### config.mk
export PLATFORM = sky130hd
export DESIGN_NAME = decoder_stage
export DESIGN_NICKNAME = d
export VERILOG_FILES = /design/src/rtl/decoder_stage.sv
export SDC_FILE = /design/constraint.sdc
export NUM_CORES = 1
export LEC_CHECK = 0
export BUFFER_PORTS_ARGS = -buffer_cell sky130_fd_sc_hd__buf_2
export CAP_MARGIN = 30
export CORE_ASPECT_RATIO = 1.25
export CORE_MARGIN = 1
export CORE_UTILIZATION = 41
export CTS_CLUSTER_DIAMETER = 120
export DETAILED_ROUTE_END_ITERATION = 8
export PLACE_DENSITY = 0.82
export SLEW_MARGIN = 20
export SYNTH_ARGS = -nofsm -noshare
export SYNTH_HDL_FRONTEND = slang
export SYNTH_SLANG_ARGS = --single-unit
### constraint.sdc
create_clock -name clk -period 0.8 [get_ports clk]
set_input_delay 0.04 -clock clk [delete_from_list [all_inputs] [get_ports clk]]
set_output_delay 0.04 -clock clk [all_outputs]
set_load 0.03 [all_outputs]
### src/rtl/decoder_stage.sv
// Instruction-decode stage: splits a 16-bit instruction into its fields and
// registers the control bundle consumed by the execute, memory and PC stages.
module decoder_stage (
  input  logic        clk,
  input  logic        rst,
  input  logic        stall,
  input  logic        flush,
  input  logic [15:0] instruction,
  output logic        MemoryWrite,
  output logic [1:0]  WriteRegFrom,
  output logic [3:0]  RegToWrite,
  output logic [7:0]  Immediate,
  output logic        writeMemFrom,
  output logic        RegWriteEnSc,
  output logic        RegWriteEnVec,
  output logic        OverWriteNz,
  output logic [2:0]  PcWriteEn,
  output logic [2:0]  AluOpCode
);

  typedef enum logic [3:0] {
    OP_LOSC  = 4'h0,
    OP_XOR   = 4'h1,
    OP_ADD   = 4'h2,
    OP_SUB   = 4'h3,
    OP_MUL   = 4'h4,
    OP_RSHF  = 4'h5,
    OP_LSHF  = 4'h6,
    OP_INC   = 4'h7,
    OP_JE    = 4'h8,
    OP_JNE   = 4'h9,
    OP_JMP   = 4'hA,
    OP_SVPIX = 4'hC,
    OP_LOPIX = 4'hD,
    OP_LMEM  = 4'hF
  } opcode_t;

  localparam logic [1:0] SRC_MEM = 2'd0;
  localparam logic [1:0] SRC_ALU = 2'd1;
  localparam logic [1:0] SRC_IMM = 2'd2;

  typedef struct packed {
    logic       memoryWrite;
    logic [1:0] writeRegFrom;
    logic [3:0] regToWrite;
    logic [7:0] immediate;
    logic       writeMemFrom;
    logic       regWriteEnSc;
    logic       regWriteEnVec;
    logic       overWriteNz;
    logic [2:0] pcWriteEn;
    logic [2:0] aluOpCode;
  } ctrlBundle_t;

  ctrlBundle_t decoded;
  ctrlBundle_t bundleQ;

  always_comb begin
    // NOTE: defaulting every field first keeps this block latch-free and makes
    // undefined or X/Z opcodes fall through to the NOP bundle.
    decoded            = '0;
    decoded.regToWrite = instruction[11:8];
    decoded.immediate  = instruction[7:0];
    case (instruction[15:12])
      OP_LOSC: begin
        decoded.regWriteEnSc = 1'b1;
        decoded.writeRegFrom = SRC_IMM;
      end
      OP_XOR, OP_ADD, OP_SUB, OP_MUL, OP_RSHF, OP_LSHF: begin
        decoded.aluOpCode     = instruction[14:12];
        decoded.regWriteEnVec = 1'b1;
        decoded.writeRegFrom  = SRC_ALU;
        decoded.overWriteNz   = 1'b1;
      end
      OP_INC: begin
        decoded.aluOpCode    = 3'd7;
        decoded.regWriteEnSc = 1'b1;
        decoded.writeRegFrom = SRC_ALU;
        decoded.overWriteNz  = 1'b1;
      end
      OP_JE:  decoded.pcWriteEn = 3'b010;
      OP_JNE: decoded.pcWriteEn = 3'b001;
      OP_JMP: decoded.pcWriteEn = 3'b100;
      OP_SVPIX: begin
        decoded.memoryWrite  = 1'b1;
        decoded.writeMemFrom = 1'b1;
      end
      OP_LOPIX: begin
        decoded.regWriteEnVec = 1'b1;
        decoded.writeRegFrom  = SRC_MEM;
        decoded.writeMemFrom  = 1'b1;
      end
      OP_LMEM: begin
        decoded.regWriteEnSc = 1'b1;
        decoded.writeRegFrom = SRC_MEM;
      end
      default: ;
    endcase
  end

  // Flush wins over stall so a squashed slot never survives a held pipeline.
  always_ff @(posedge clk or posedge rst) begin
    // NOTE: non-blocking assignments here so every register samples the
    // pre-edge value of its inputs, independent of statement order.
    if (rst)         bundleQ <= '0;
    else if (flush)  bundleQ <= '0;
    else if (!stall) bundleQ <= decoded;
  end

  assign MemoryWrite   = bundleQ.memoryWrite;
  assign WriteRegFrom  = bundleQ.writeRegFrom;
  assign RegToWrite    = bundleQ.regToWrite;
  assign Immediate     = bundleQ.immediate;
  assign writeMemFrom  = bundleQ.writeMemFrom;
  assign RegWriteEnSc  = bundleQ.regWriteEnSc;
  assign RegWriteEnVec = bundleQ.regWriteEnVec;
  assign OverWriteNz   = bundleQ.overWriteNz;
  assign PcWriteEn     = bundleQ.pcWriteEn;
  assign AluOpCode     = bundleQ.aluOpCode;

endmodule

Word-level counts from Yosys, hierarchy flattened
Cells that the tools add are included.
{"block": "totals", "input_bits": 20, "register_bits": 25}
{"block": "op_classes", "muxes": 10, "n_reduce_logical": 6, "eq_ne": 14}
{"op": "25-bit two-way mux", "count": 2}
{"op": "4-bit == test, second input constant", "count": 6}
{"op": "4-bit by 3-bit == test with 1-bit output, second input constant", "count": 4}
{"op": "7-bit OR reduction", "count": 2}
{"op": "3-bit one-hot mux with 3 select lines", "count": 1}
{"op": "4-bit by 2-bit == test with 1-bit output, second input constant", "count": 2}
{"op": "3-bit one-hot mux with 2 select lines", "count": 1}
{"op": "6-bit OR reduction", "count": 1}
{"op": "1-bit two-way mux", "count": 5}
{"op": "4-bit by 1-bit == test with 1-bit output, second input constant", "count": 1}
{"op": "4-bit logical NOT", "count": 1}
{"op": "2-bit one-hot mux with 2 select lines", "count": 1}
{"op": "3-bit OR reduction", "count": 1}
{"op": "2-bit by 1-bit inequality test with 1-bit output, second input constant", "count": 1}
{"op": "2-bit OR reduction", "count": 1}

Logic depth before layout (Yosys ltp)
Gate-level depths: netlist of run 1.
{"block": "logic_depth", "word_depth": 5, "mapped_depth": 5, "ltp_nobuf": 3}

Worst setup path after synthesis of run 1
No wires, ideal clock.
{"block": "synth_timing", "kind": "reg-to-reg", "start": "register writeMemFrom (netlist name)", "end": "register bundleQ, in the netlist writeMemFrom", "arrival_ps": 709, "stages_incl_launch_ff": 4, "setup_ps": 132, "n_path_buf": 0, "slack_ps": -40, "path_cell_list": "dfrtp_1 > nand2_1 > o21a_1 > nor2_1"}
{"item": "end signal, assigned", "line": "107", "text": "else if (!stall) bundleQ <= decoded;"}
{"item": "end, declared", "line": "56", "text": "ctrlBundle_t bundleQ;"}

Worst setup path after layout of run 1
{"block": "layout_timing", "start": "register bundleQ, in the netlist RegToWrite[0]", "end": "output RegToWrite[0]"}
{"item": "end, declared", "line": "11", "text": "output logic [3:0] RegToWrite,"}
No word-level cell between the ends.

==> impl_metrics.py, run 1 <==
metrics = {
    "die": {
        "chipWidth_um": 48.3,
        "dieArea_um2": 2890,
        "rows": 20,
        "start_util_pct": 44.3,
        "die_h_um": 59.9,
        "io_pins": 45,
        "core_area_um2": 2480,
    },
    "place": {
        "portBuffers": 44,
        "place.gp.congestion": 0.754,
        "dpl.hpwl_um": 1730,
        "pre_cts_slack_ps": -154,
    },
    "final_layout": {
        "syn2layout_area_growth_pct": 66.7,
        "diodes": 0,
        "multiInputGateArea_um2": 439,
        "regArea_um2": 644,
        "nets": 195,
        "fill_cells": 172,
        "drive_gt1_share_pct": 50.0,
    },
    "setup_path": {
        "worst_setup_path_start_kind": "flop",
        "worstSetupPathType": "reg2out",
        "crit_required_ps": 760,
        "path_depth": 1,
        "cpPeakStageDelay_ps": 440,
        "worstPathCellList": "buf_6",
        "path_buf_inv": 1,
        "endpoint_kind": "output pin",
        "cp_max_fo": 2,
        "critical_path.slowest_cell": "dfrtp_2",
        "arrival_ps": 900,
        "cp_top_family": "flip-flops",
        "reg2reg_depth": 3,
    },
    "grt": {
        "grt_overflow_total": 0,
        "grt.busiest_layer": "met2",
        "use_met3_pct": 2.80,
        "met2_usage_pct": 41.9,
        "track_usage_pct": 20.2,
        "grt_use_met1_pct": 21.4,
        "grt_pass1_wl_um": 4440,
        "grt_antenna_before_repair": 0,
        "grt_pass1_vias": 1035,
        "grt_max_degree": 26,
    },
    "synthesis": {
        "synth_edf_count": 0,
        "syn_nets": 123,
        "synth_fa_ha_area_share_pct": 0,
        "synth-xor-area-share_pct": 0,
        "synth_flop_cell": "dfrtp_1",
        "synth_top_family_by_area": "simple AND/OR/NAND/NOR gates",
        "syn_inst": 103,
        "async_flop_share_pct": 100,
        "synthMuxAreaShare_pct": 11.8,
        "yosys_register_bits": 25,
        "synth_area_um2": 1100,
        "yosysWarnings": 0,
        "yosysUniqueCellTypes": 24,
        "synth_compound_area_share_pct": 7.63,
        "synth_top_area_cell": "dfrtp_1",
        "synth_simple_gate_area_share_pct": 18.3,
        "synth_top_area_share_pct": 56.9,
        "synth.yosys.seq_area_share_pct": 56.9,
        "synth.area.top_cells": "dfrtp_1, mux2i_1, nor2_1",
        "avgSynthCellArea_um2": 10.7,
    },
    "timing": {
        "fin_skew_ps": 0,
        "fin_crit_ps": 944,
        "fin_ws_ps": -144,
        "fin_hold_ws_ps": 36.5,
        "rsz0062_at_grt": "yes",
        "slew_headroom_pct": 76.2,
        "drv_slew": 0,
        "hold_violations": 0,
        "max_freq_mhz": 1060,
        "finalCritPeriodShare_pct": 118,
        "setup_violations": 28,
        "worst_pin_slew_ps": 354,
    },
    "routing": {
        "drc_errors": 0,
        "num_vias": 1013,
        "postRouteAntennaNets": 0,
        "vias_per_cell": 4.89,
        "first_pass_iters": 4,
        "drt_iter0_drc": 16,
        "drt-total-wl_um": 2780,
        "wl_per_cell_um": 13.4,
    },
    "cts": {
        "clk_pin_slew_ps": 140,
        "cts-htree-levels": 1,
        "clk-insertion-delay-late_ps": 320,
        "cts_buffers": 3,
        "cts_root_buffer": "clkbuf_4",
        "clock_sinks": 25,
        "clockBufferDepth": 2,
        "cts_tree": "built",
    },
    "status": {
        "status": "finished, violations left",
        "failed_checks": "setup timing",
    },
    "min_path": {
        "hold_class": "in2reg",
        "hold_depth": 3,
    },
    "flow_run": {
        "max_cap_viol_count": 0,
    },
    "power": {
        "p_leak_nw": 0.885,
        "ir_worst_vdd_uv": 1250,
        "power_density_nw_per_um2": 1400,
    },
}
==> sequential cells by signal (all words and copies together), names as in the netlist <==
register       cells
MemoryWrite        1
Immediate          8
RegWriteEnVec      1
writeMemFrom       1
WriteRegFrom       2
RegToWrite         4
RegWriteEnSc       1
OverWriteNz        1
AluOpCode          3
PcWriteEn          3
==> area by class of cell <==
class | count | area share, %
timing repair buffer | 75 | 36.5
sequential | 25 | 35.2
clock buffer | 3 | 1.23
clock inverter | 1 | 0.410
multi-input combinational | 68 | 24.0
tap | 33 | 2.25
inverter | 2 | 0.410
==> cells by family after synthesis <==
kind of cell | count (synthesis)
buffers and inverters | 10
multiplexers | 13
AO/OA/AOI/OAI | 13
flip-flops | 25
AND/OR/NAND/NOR | 42
==> cell usage in the layout, fill, tap and decap left out, drive strengths merged <==
cell type,instances
buf,62
nor3,3
nand3b,2
and3,1
clkbuf,3
nor3b,3
or4,1
or3,2
mux2i,13
inv,2
nand4b,1
o21bai,1
nor2b,1
nor4,1
nand2,9
a21oi,9
nor2,18
dlygate4sd3,13
o2bb2ai,1
clkinvlp,1
dfrtp,25
a2111oi,1
o21a,1
==> path summary, 6_finish.rpt <==
kind                                        startpoint                           to  slack [ps]
setup / recovery             RegToWrite[0]$_DFFE_PP0P_                RegToWrite[0]        -140
hold / removal                                   stall     PcWriteEn[0]$_DFFE_PP0P_          40
setup reg to reg              Immediate[5]$_DFFE_PP0P_     Immediate[5]$_DFFE_PP0P_         -70
hold reg to reg            WriteRegFrom[0]$_DFFE_PP0P_  WriteRegFrom[0]$_DFFE_PP0P_         550
max in group asynchronous                          rst     AluOpCode[2]$_DFFE_PP0P_         240
min in group asynchronous                          rst     Immediate[7]$_DFFE_PP0P_         290
==> routing by layer <==
metal / part of all wire [%] / wire, um
met1: 38 / 1060
met2: 57 / 1570
met3: 4.6 / 129
met4: 0.68 / 19
met5: 0 / 0
==> cell usage after synthesis, types with 2 or more instances <==
library cell / n
nand3b_1: 2
a21oi_1: 9
clkbuf_1: 2
nand2_1: 9
nor3b_1: 3
nor2_1: 18
buf_1: 2
nor3_1: 3
mux2i_1: 13
dfrtp_1: 25
or3_1: 2
inv_1: 2
buf_6: 2
==> report_power, final <==
| part | internal [mW] | switching [mW] |
|---|---|---|
| registers | 1.33 | 0.0430 |
| clock network | 0.191 | 0.367 |
| logic | 0.315 | 0.321 |
| total | 1.83 | 0.731 |
==> through the flow <==
| step | cells | setup TNS [ps] | cell area [um^2] | total power [mW] | utilization [%] |
|---|---|---|---|---|---|
| CTS | 204 | -3440 | 1770 | 2.56 | 71.6 |
| global placement | 182 | -1000 | 1420 | 1.83 | 57.2 |
| detailed placement | 182 | -1640 | 1420 | 1.85 | 57.2 |
| floorplan | 103 | -4.32 | 1120 | 1.68 | - |
| finish | 207 | -3240 | 1830 | 2.56 | 73.9 |
| global route | 207 | -4590 | 1830 | 2.70 | 73.9 |
==> timing repair <==
action / 4_1_cts / 5_1_grt
hold buffers: 13 / 0
pin swaps: 0 / 1
hold endpoints to repair: 37 / 0
gates resized for setup: 51 / 9
buffers inserted: 5 / 3
setup endpoints to repair: 25 / 30
(Power assumes the default switching activity.)
==> inputs of run 2 (changes only) <==
--- a/config.mk
+++ b/config.mk
@@ -6,13 +6,13 @@
 export NUM_CORES = 1
 export LEC_CHECK = 0
 export BUFFER_PORTS_ARGS = -buffer_cell sky130_fd_sc_hd__buf_2
-export CAP_MARGIN = 30
 export CORE_ASPECT_RATIO = 1.25
 export CORE_MARGIN = 1
 export CORE_UTILIZATION = 41
 export CTS_CLUSTER_DIAMETER = 120
 export DETAILED_ROUTE_END_ITERATION = 8
 export PLACE_DENSITY = 0.82
+export RECOVER_POWER = 100
 export SLEW_MARGIN = 20
 export SYNTH_ARGS = -nofsm -noshare
 export SYNTH_HDL_FRONTEND = slang
==> constraint.sdc (replaced) <==
create_clock -name clk -period 0.8 [get_ports clk]
set_input_delay 0.04 -clock clk [delete_from_list [all_inputs] [get_ports clk]]
set_output_delay 0.04 -clock clk [all_outputs]
set_load 0.01 [all_outputs]
==> impl_metrics.py, run 2 (synthesis gave the netlist of run 1 again) <==
metrics = {
    "setup_path": {
        "cpPeakStageDelay_ps": 430,
        "cp_max_fo": 2,
        "r2r_start": "PcWriteEn[0]$_DFFE_PP0P_",
        "reg2reg_depth": 4,
        "endpoint_kind": "output pin",
        "crit_start": "RegToWrite[1]$_DFFE_PP0P_",
        "worstPathCellList": "buf_2",
        "path_buf_inv": 1,
        "worstSetupPathType": "reg2out",
        "worst_setup_path_start_kind": "flop",
        "critical_path.slowest_cell": "dfrtp_1",
        "crit_required_ps": 760,
        "arrival_ps": 890,
        "cp_top_family": "flip-flops",
        "path_depth": 1,
    },
    "cts": {
        "cts-htree-levels": 1,
        "cts_buffers": 3,
        "cts_tree": "built",
        "clk_pin_slew_ps": 140,
        "clock_sinks": 25,
        "clockBufferDepth": 2,
        "cts_root_buffer": "clkbuf_4",
        "clk-insertion-delay-late_ps": 310,
    },
    "grt": {
        "track_usage_pct": 19.9,
        "grt_max_degree": 26,
        "grt_pass1_vias": 981,
        "grt_pass1_wl_um": 4370,
        "grt_antenna_before_repair": 0,
        "grt_overflow_total": 0,
    },
    "status": {
        "status": "finished, violations left",
        "failed_checks": "setup timing",
    },
    "die": {
        "die_h_um": 59.9,
        "dieArea_um2": 2890,
        "start_util_pct": 44.3,
        "io_pins": 45,
        "chipWidth_um": 48.3,
        "rows": 20,
        "core_area_um2": 2480,
    },
    "final_layout": {
        "regArea_um2": 626,
        "drive_gt1_share_pct": 44.3,
        "final_common_cell": "buf_2",
        "syn2layout_area_growth_pct": 54.9,
        "diodes": 0,
        "largest_reg_flops": 8,
        "multiInputGateArea_um2": 444,
        "utilization_pct": 68.7,
        "nets": 204,
        "final_cell_mix": "buf_2, dfrtp_1, buf_4",
        "fill_cells": 208,
    },
    "timing": {
        "finalCritPeriodShare_pct": 116,
        "fin_ws_ps": -129,
        "rsz0062_at_grt": "yes",
        "fin_crit_ps": 929,
        "max_freq_mhz": 1080,
        "fin_skew_ps": 0,
        "drv_slew": 0,
        "setup_violations": 31,
        "hold_violations": 0,
        "slew_headroom_pct": 75.8,
        "worst_pin_slew_ps": 360,
        "tns_ps": -2670,
    },
    "routing": {
        "drt-total-wl_um": 2780,
        "first_pass_iters": 4,
        "drt_iter0_drc": 15,
        "num_vias": 1045,
        "drc_errors": 0,
        "wl_per_cell_um": 12.9,
        "vias_per_cell": 4.84,
        "postRouteAntennaNets": 0,
    },
    "min_path": {
        "min-delay-start": "flush",
        "hold_class": "in2reg",
        "hold_depth": 2,
    },
    "place": {
        "portBuffers": 44,
        "dpl.hpwl_um": 1810,
        "place.gp.congestion": 0.845,
    },
    "power": {
        "p_leak_nw": 0.927,
        "ir_worst_vdd_uv": 1060,
        "power_density_nw_per_um2": 1420,
        "power_mw": 2.42,
    },
    "flow_run": {
        "max_cap_viol_count": 0,
    },
}
## run 2: stage by stage
stage,cells,cell area (um^2),hold slack (ps),setup slack [ps]
finish,216,1700,45.9,-129
global route,216,1700,54.7,-158
CTS,209,1620,0.853,-121
detailed placement,184,1400,105,-138
global placement,184,1400,94.3,-86.1
floorplan,103,1100,67.3,5.85
## run 2: path summary, 6_finish.rpt
path | end | slack, ps
max | RegToWrite[1] | -130
min in group asynchronous | Immediate[6]$_DFFE_PP0P_ | 350
min reg2reg | Immediate[5]$_DFFE_PP0P_ | 540
min | PcWriteEn[2]$_DFFE_PP0P_ | 50
max reg2reg | PcWriteEn[0]$_DFFE_PP0P_ | -70
max in group asynchronous | Immediate[3]$_DFFE_PP0P_ | 200
## run 2: what timing repair did
item / 4_1_cts / 5_1_grt
resized for setup: 1 / 7
hold buffers: 12 / 1
endpoints found under the hold margin: 36 / 1
pin swaps: 0 / 0
setup endpoints to repair: 25 / 31
buffers inserted: 9 / 6
## run 2: area by class of cell
class | count | share of cell area [%]
repair buffers | 84 | 32.7
clock buffers | 4 | 1.54
multi-input cells | 68 | 26.1
inverters | 2 | 0.441
well taps | 33 | 2.43
flip-flops and latches | 25 | 36.8
## run 2: power breakdown
group,leakage (nW),total [mW],switching (mW),internal (mW)
registers,0.337,1.35,0.0299,1.32
clock network,0.0150,0.574,0.379,0.195
logic,0.575,0.495,0.236,0.259
total,0.927,2.42,0.645,1.77
## run 2: metal layers
layer	global-route usage, %	routed length (um)
met4	5.04	17
met5	0	0
met2	38.6	1540
met3	2.80	105
met1	23.1	1120
==> inputs of run 3 (changes only) <==
--- a/config.mk
+++ b/config.mk
@@ -8,12 +8,11 @@
 export BUFFER_PORTS_ARGS = -buffer_cell sky130_fd_sc_hd__buf_2
 export CORE_ASPECT_RATIO = 1.25
 export CORE_MARGIN = 1
-export CORE_UTILIZATION = 41
+export CORE_UTILIZATION = 42
 export CTS_CLUSTER_DIAMETER = 120
 export DETAILED_ROUTE_END_ITERATION = 8
-export PLACE_DENSITY = 0.82
-export RECOVER_POWER = 100
-export SLEW_MARGIN = 20
+export PLACE_DENSITY = 0.84
+export RECOVER_POWER = 25
 export SYNTH_ARGS = -nofsm -noshare
 export SYNTH_HDL_FRONTEND = slang
 export SYNTH_SLANG_ARGS = --single-unit
==> impl_metrics.py, run 3 (synthesis gave the netlist of run 1 again) <==
metrics = {
    "setup_path": {
        "arrival_ps": 870,
        "worst_setup_path_start_kind": "flop",
        "endpoint_kind": "output pin",
        "critical_path.slowest_cell": "dfrtp_1",
        "worstSetupPathType": "reg2out",
        "worstPathCellList": "buf_2",
        "cp_top_family": "flip-flops",
        "cp_max_fo": 2,
        "path_buf_inv": 1,
        "reg2reg_depth": 4,
        "cpPeakStageDelay_ps": 420,
        "regToRegSetupSlack_ps": -80,
        "crit_required_ps": 760,
        "path_depth": 1,
    },
    "final_layout": {
        "syn2layout_area_growth_pct": 56.7,
        "largest_reg_flops": 8,
        "final_common_cell": "buf_2",
        "drive_gt1_share_pct": 47.3,
        "diodes": 0,
        "nets": 205,
        "final_cell_mix": "buf_2, dfrtp_1, buf_4",
    },
    "routing": {
        "vias_per_cell": 4.83,
        "postRouteAntennaNets": 0,
        "drt-total-wl_um": 2850,
        "num_vias": 1048,
        "first_pass_iters": 3,
        "drc_errors": 0,
        "wl_per_cell_um": 13.1,
        "drt_iter0_drc": 24,
    },
    "timing": {
        "drv_slew": 0,
        "finalCritPeriodShare_pct": 113,
        "slew_headroom_pct": 78.0,
        "fin_crit_ps": 905,
        "rsz0062_at_grt": "yes",
        "worst_pin_slew_ps": 327,
        "fin_ws_ps": -105,
        "tns_ps": -2510,
        "setup_violations": 37,
        "hold_violations": 0,
        "max_freq_mhz": 1100,
        "fin_skew_ps": 0,
    },
    "cts": {
        "clockBufferDepth": 2,
        "clk-insertion-delay-late_ps": 310,
        "cts_buffers": 3,
        "cts-htree-levels": 1,
        "cts_root_buffer": "clkbuf_4",
        "clock_sinks": 25,
        "clk_pin_slew_ps": 120,
        "cts_tree": "built",
    },
    "place": {
        "place.gp.congestion": 0.817,
        "dpl.hpwl_um": 1980,
        "pre_cts_slack_ps": -149,
        "portBuffers": 44,
    },
    "power": {
        "power.switching_uw": 619,
        "power_density_nw_per_um2": 1380,
        "power.internal_mw": 1.76,
        "p_comb_share_pct": 20.9,
        "p_leak_nw": 0.936,
        "p_sw_share_pct": 26.0,
        "seq_power_share_pct": 56.5,
        "clockPowerShare_pct": 22.6,
        "ir_worst_vdd_uv": 1090,
    },
    "status": {
        "failed_checks": "setup timing",
        "status": "finished, violations left",
    },
    "grt": {
        "grt_antenna_before_repair": 0,
        "track_usage_pct": 21.2,
        "grt_pass1_wl_um": 4230,
        "grt_overflow_total": 0,
        "grt_pass1_vias": 1056,
        "grt_max_degree": 17,
    },
    "die": {
        "dieArea_um2": 2830,
        "core_area_um2": 2450,
        "io_pins": 45,
        "die_h_um": 59.2,
        "rows": 20,
        "start_util_pct": 44.8,
        "chipWidth_um": 47.7,
    },
    "flow_run": {
        "max_cap_viol_count": 0,
    },
    "min_path": {
        "hold_class": "in2reg",
        "hold_depth": 3,
    },
}
-- run 3: cell count changes in the layout (fill, tap and decap cells not counted), sizes merged --
cell	before	now
clkbuf	7	4
dlygate4sd3	13	10
buf	68	74
clkinv	0	1
-- run 3: worst reg2reg max path: cells and delay by family, from the launching register on --
family	cells	cell delay, ps
AO/OA/AOI/OAI	1	100
buffers and inverters	2	230
flip-flops	1	400
AND/OR/NAND/NOR	1	50
-- run 3: per-layer routing --
layer | vias to the layer above | GRT usage [%] | share of wire [%]
met2 | 28 | 38.6 | 56
li1 | 513 | - | -
met1 | 501 | 22.4 | 40
met4 | 0 | 9.52 | 1.9
met5 | - | 0 | 0
met3 | 6 | 3.66 | 2.8
-- run 3: timing repair --
item / 4_1_cts / 5_1_grt
hold buffers: 10 / 0
gates resized for setup: 1 / 13
setup endpoints to repair: 25 / 32
pin swaps: 0 / 6
setup buffers: 10 / 7
endpoints found under the hold margin: 34 / 0
gates cloned: 0 / 0
-- run 3: power by group through the flow --
stage	clock network, mW	registers [mW]	logic [mW]
after detailed placement	0	1.37	0.396
after floorplan	0	1.40	0.184
final	0.539	1.35	0.497
after global routing	0.612	1.35	0.544
after CTS	0.570	1.35	0.468
after global placement	0	1.37	0.379
-- run 3: final timing paths --
check / from / endpoint
hold reg to reg: AluOpCode[1]$_DFFE_PP0P_ / AluOpCode[1]$_DFFE_PP0P_
hold / removal: instruction[5] / Immediate[5]$_DFFE_PP0P_
max in group asynchronous: rst / RegToWrite[3]$_DFFE_PP0P_
min in group asynchronous: rst / RegWriteEnVec$_DFFE_PP0P_
setup / recovery: MemoryWrite$_DFFE_PP0P_ / MemoryWrite
setup reg to reg: AluOpCode[2]$_DFFE_PP0P_ / AluOpCode[2]$_DFFE_PP0P_
-- run 3: layout make-up --
type / instances / area, um^2
Inverter: 2 / 7.51
Multi-Input combinational cell: 68 / 438
Clock buffer: 3 / 22.5
Clock inverter: 1 / 5.00
Fill cell: 211 / 731
Tap cell: 33 / 41.3
Timing Repair Buffer: 85 / 582
Sequential cell: 25 / 626
-- run 3: stage by stage --
stage	utilization [%]	cells	cell area, um^2	total power, mW	hold slack, ps
2_1_floorplan	-	103	1100	1.58	67.3
6_report	70.2	217	1720	2.38	6.15
3_5_place_dp	57.7	186	1420	1.77	71.7
5_1_grt	70.2	217	1720	2.51	1.91
4_1_cts	66.1	210	1620	2.38	11.3
3_3_place_gp	57.7	186	1420	1.75	64.0
